## src/rtl/rv32_mod_core_sequencer.sv

```systemverilog
// Multi-cycle control sequencer for a small RV32 core: walks FETCH/DECODE/EXECUTE/MEM/WRITEBACK
// over one shared memory port, traps on bus error, bus timeout or illegal instruction.
module rv32_mod_core_sequencer #(
    parameter int unsigned TIMEOUT_CYCLES = 16
) (
    input  logic        clk,
    input  logic        rst_n,
    input  logic        run,
    input  logic        dec_rf_write0_enable,
    input  logic [3:0]  dec_ram_req,
    input  logic        dec_ram_wr,
    input  logic        dec_br_is_cond,
    input  logic        dec_br_jmp,
    input  logic        dec_illegal,
    input  logic        br_taken,
    output logic        bus_req,
    output logic        bus_wr,
    output logic [3:0]  bus_size,
    output logic        bus_addr_sel,
    input  logic        bus_ack,
    input  logic        bus_err,
    output logic        ir_load,
    output logic        lsu_load,
    output logic        rf_write0,
    output logic        pc_load,
    output logic        pc_sel_target,
    output logic [2:0]  state,
    output logic        trap,
    output logic        retire,
    output logic [31:0] instret
);

    typedef enum logic [2:0] {
        ST_FETCH     = 3'd0,
        ST_DECODE    = 3'd1,
        ST_EXECUTE   = 3'd2,
        ST_MEM       = 3'd3,
        ST_WRITEBACK = 3'd4,
        ST_TRAP      = 3'd5
    } state_t;

    localparam logic [7:0] TMO_LAST = 8'(TIMEOUT_CYCLES - 1);

    state_t      r_state;
    logic        r_req_active;
    logic [7:0]  r_tmo;
    logic [31:0] r_instret;

    logic w_bus_req;
    logic w_ack;
    logic w_err;
    logic w_timeout;

    // A fetch request, once raised, is held by r_req_active even if run drops.
    assign w_bus_req = rst_n & (((r_state == ST_FETCH) & (run | r_req_active)) |
                                (r_state == ST_MEM));
    assign w_err     = w_bus_req & bus_err;
    assign w_ack     = w_bus_req & bus_ack & ~bus_err;
    assign w_timeout = w_bus_req & ~bus_ack & ~bus_err & (r_tmo == TMO_LAST);

    assign state   = r_state;
    assign instret = r_instret;
    assign bus_req = w_bus_req;

    always_comb begin
        // NOTE: every output gets a default before the case, otherwise unassigned paths infer latches.
        bus_wr        = 1'b0;
        bus_size      = 4'b0000;
        bus_addr_sel  = 1'b0;
        ir_load       = 1'b0;
        lsu_load      = 1'b0;
        rf_write0     = 1'b0;
        pc_load       = 1'b0;
        pc_sel_target = 1'b0;
        retire        = 1'b0;
        trap          = 1'b0;
        // Outputs are decoded from state, so they are gated by rst_n to read zero during reset.
        if (rst_n) begin
            case (r_state)
                ST_FETCH: begin
                    if (w_bus_req) bus_size = 4'b0010;
                    ir_load = w_ack;
                end
                ST_MEM: begin
                    bus_wr       = dec_ram_wr;
                    bus_size     = dec_ram_req;
                    bus_addr_sel = 1'b1;
                    lsu_load     = w_ack & ~dec_ram_wr;
                end
                ST_WRITEBACK: begin
                    pc_load       = 1'b1;
                    rf_write0     = dec_rf_write0_enable;
                    pc_sel_target = dec_br_jmp | (dec_br_is_cond & br_taken);
                    retire        = 1'b1;
                end
                ST_TRAP: trap = 1'b1;
                default: ;
            endcase
        end
    end

    // NOTE: sequential state uses non-blocking assignments so every register samples pre-edge values.
    always_ff @(posedge clk or negedge rst_n) begin
        if (!rst_n) begin
            r_state      <= ST_FETCH;
            r_req_active <= 1'b0;
            r_tmo        <= 8'd0;
            r_instret    <= 32'd0;
        end else begin
            case (r_state)
                ST_FETCH: begin
                    if (w_err || w_timeout) begin
                        r_state      <= ST_TRAP;
                        r_req_active <= 1'b0;
                    end else if (w_ack) begin
                        r_state      <= ST_DECODE;
                        r_req_active <= 1'b0;
                        r_tmo        <= 8'd0;
                    end else if (w_bus_req) begin
                        r_req_active <= 1'b1;
                        r_tmo        <= r_tmo + 8'd1;
                    end
                end
                ST_DECODE: r_state <= ST_EXECUTE;
                ST_EXECUTE: begin
                    if (dec_illegal) begin
                        r_state <= ST_TRAP;
                    end else if (dec_ram_req != 4'd0) begin
                        r_state <= ST_MEM;
                        r_tmo   <= 8'd0;
                    end else begin
                        r_state <= ST_WRITEBACK;
                    end
                end
                ST_MEM: begin
                    if (w_err || w_timeout) r_state <= ST_TRAP;
                    else if (w_ack)         r_state <= ST_WRITEBACK;
                    else                    r_tmo   <= r_tmo + 8'd1;
                end
                ST_WRITEBACK: begin
                    r_state   <= ST_FETCH;
                    r_tmo     <= 8'd0;
                    r_instret <= r_instret + 32'd1;
                end
                ST_TRAP: r_state <= ST_TRAP;
                default: r_state <= ST_TRAP;
            endcase
        end
    end

endmodule
```

## config.mk

```make
export PLATFORM = sky130hd
export DESIGN_NAME = rv32_mod_core_sequencer
export DESIGN_NICKNAME = d
export VERILOG_FILES = /design/src/rtl/rv32_mod_core_sequencer.sv
export SDC_FILE = /design/constraint.sdc
export NUM_CORES = 1
export LEC_CHECK = 0
export CORE_ASPECT_RATIO = 0.75
export CORE_MARGIN = 2
export CORE_UTILIZATION = 40
export CTS_BUF_LIST = sky130_fd_sc_hd__clkbuf_8
export CTS_CLUSTER_SIZE = 28
export DETAILED_ROUTE_END_ITERATION = 16
export PLACE_DENSITY_LB_ADDON = 0.3
export SKIP_LAST_GASP = 1
export SLEW_MARGIN = 15
export SYNTH_ARGS = -nofsm -noshare
export SYNTH_HDL_FRONTEND = slang
export SYNTH_SLANG_ARGS = --single-unit
```

## constraint.sdc

```tcl
create_clock -name clk -period 4.73 [get_ports clk]
set_clock_uncertainty 0.1 [all_clocks]
set_input_delay 0.473 -clock clk [delete_from_list [all_inputs] [get_ports clk]]
set_output_delay 0.473 -clock clk [all_outputs]
set_load 0.01 [all_outputs]
```

==> impl_metrics.tcl <==
set metrics [dict create \
    maxCapViolations 0 \
    yosys_register_bits 44 \
    power_uw 642 \
    grt_setup_unrepaired "no" \
    crit_fanout 15 \
    power_density_mw_per_mm2 204 \
    synth_nets 251 \
    post-dp-hpwl_um 3980 \
    core_area_sq_mm 0.00577 \
    clkTransAtPathRegs_ps 80 \
    synth_top_area_cell "dfrtp_1" \
    synth_area_per_cell_sq_um 10.1 \
    die-area_sq_mm 0.00653 \
    netlist.area_leader.share_pct 46.7 \
    viasPerCell 5.05 \
    ctsHoldBuffers 0 \
    grt_overflow 0 \
    synth_simple_gate_area_share_pct 27.0 \
    cts_resized 0 \
    synth_edf_count 0 \
    ys_seq_area_share_pct 46.7 \
    min_period_ps 2900 \
    drt.antenna.violating_nets 0 \
    fin_tns_setup_ps 0 \
    start_util_pct 40.9 \
    fmax_mhz 345 \
    antenna_found_initial 0 \
    die_w_um 92.6 \
    synth.area.mux_share_pct 1.80 \
    finalCritPeriodShare_pct 61.3 \
    switching_share_pct 21.3 \
    drtIter0Drc 127 \
    route.detailed.drc 0 \
    port_buffers 63 \
    pwr-share-clk_pct 37.4 \
    clock_latency_ps 290 \
    row_count 24 \
    cts_setup_buffers 0 \
    maxSlewHeadroom_pct 42.5 \
    outcome "finished clean" \
    seqPwrFrac_pct 58.7 \
    cts_tree "built" \
    p_switching_uw 136 \
    layout_commonest_cell "clkdlybuf4s50_1" \
    power_frac_comb_pct 4.0 \
    num_antenna_cells 0 \
    cts_buffers 5 \
    cts_root_buf "clkbuf_8" \
    use_met1_pct 26.5 \
    worst_slew_pin_slew_ps 855 \
    io_pins 64 \
    crit_arrival_ps 2330 \
    final_cell_mix "clkdlybuf4s50_1, dfrtp_1, nor2_1" \
    synthCells 234 \
    fin_hold_ws_ps 163 \
    first_global_vias 1849 \
    leakage_nw 1.36 \
    grt_usage_pct 17.2 \
    drv_slew 0 \
    chipHeight_um 70.5 \
    hold_viol 0 \
    setup_viol 0 \
    critPathKind "register to output port" \
    async_reset_ff_share_pct 100 \
    dr.pass1.iters 4 \
    wire_per_inst_um 14.0 \
    drt_wl_total_um 5320 \
    worst_ep_required_time_ps 4160 \
    num-nets-final 317 \
    synth_top_family_by_area "simple AND/OR/NAND/NOR gates" \
    layout-drive-gt1-share_pct 8.97 \
    use_met2_pct 24.2 \
    synth_area_sq_mm 0.00236 \
    synth.area.top_cells "dfrtp_1, xor2_1, xnor2_1" \
    ir_drop_uv 97.3 \
    yosysUniqueCellTypes 49 \
    synthXorXnorAreaFrac_pct 11.9 \
    utilization_pct 54.6 \
    globalplace.congestion 0.801 \
    hp-class "input pin to async pin" \
    cp-end-kind "output port" \
    grt_max_degree 51 \
    met3_usage_pct 3.45 \
    via_count 1915 \
    grt_pass1_wl_um 8970 \
    synth_compound_area_share_pct 8.76 \
    synthFlopType "dfrtp_1" \
    synth_warnings 0 \
    p_int_uw 505 \
    cts_sinks 44 \
    startpoint_type "register" \
    h-tree-depth 2 \
    synth_fa_ha_area_share_pct 1.06 \
    syn2layout_area_growth_pct 33.4 \
    grt_most_used_layer "met1" \
    max-clock-path-buffers 2 \
]
-- sequential cells by signal (all words and copies together), names as in the netlist --
name / count
instret: 32
r_tmo: 8
state: 3
r_req_active: 1
-- area by class of cell --
type / count / area [sq um]
clock inverters: 2 / 10.0
inverters: 8 / 30.0
fillers: 530 / 2620
repair buffers: 64 / 633
clock buffers: 6 / 82.6
well taps: 78 / 97.6
multi-input cells: 177 / 1190
flip-flops and latches: 44 / 1100
-- critical path, stage by stage, from the launching register on --
cell             delay (ps)
dfrtp_1                 570
nor3b_4                 510
and2_2                  250
nor2b_1                 140
clkdlybuf4s50_1         570
-- path summary, 6_finish.rpt --
path                                            to  slack (ps)                     from  depth (start not counted)
max                                  pc_sel_target        1830     state[1]$_DFFE_PN0P_                          4
min                           state[0]$_DFFE_PN0P_         160                    rst_n                          2
max reg2reg                   r_tmo[2]$_DFFE_PN0P_        2240     state[1]$_DFFE_PN0P_                          5
min reg2reg                instret[31]$_DFFE_PN0P_         370  instret[31]$_DFFE_PN0P_                          1
max in group asynchronous   instret[5]$_DFFE_PN0P_        3960                    rst_n                          2
min in group clk           instret[31]$_DFFE_PN0P_         370  instret[31]$_DFFE_PN0P_                          1
-- routing by layer --
| layer | vias up | part of all wire (%) |
|---|---|---|
| li1 | 966 | - |
| met1 | 902 | 52 |
| met2 | 39 | 43 |
| met3 | 8 | 4.1 |
| met4 | 0 | 1.1 |
| met5 | - | 0 |
-- logic make-up after synthesis --
group | count (synthesis)
compound gates | 25
xor+xnor | 32
fa+ha+maj | 2
buf+inv | 13
flops | 44
mux | 4
simple gates | 114
-- through the flow --
stage,instance area [sq um],instances,setup WS (ps)
global route,3150,379,1710
CTS,3150,379,1810
global placement,3050,371,1920
detailed placement,3050,371,1900
floorplan,2360,234,2520
finish,3150,379,1830
-- power by group through the flow --
stage | clock network, mW | registers [mW] | logic (mW)
4_1_cts | 0.248 | 0.376 | 0.0262
3_5_place_dp | 0 | 0.384 | 0.0261
6_report | 0.240 | 0.376 | 0.0254
2_1_floorplan | 0 | 0.384 | 0.00407
5_1_grt | 0.264 | 0.377 | 0.0288
3_3_place_gp | 0 | 0.384 | 0.0262
-- cell usage after synthesis (2+ instances only) --
cell,n
nand3_1,16
and4_1,4
nor2_1,26
a211oi_1,2
nor2b_1,2
ha_1,2
o21ai_0,3
or3_1,2
and3_1,3
buf_4,2
xor2_1,17
and4_2,2
inv_1,8
or4_1,2
dfrtp_1,44
a22o_1,4
xnor2_1,15
nor4_1,3
mux2_2,2
nand2b_1,2
a211o_1,5
nand2_1,23
and2_1,5
and3_2,2
nand4_1,8
mux2i_1,2
nor3_1,6
Power figures use the tool's default switching activity.
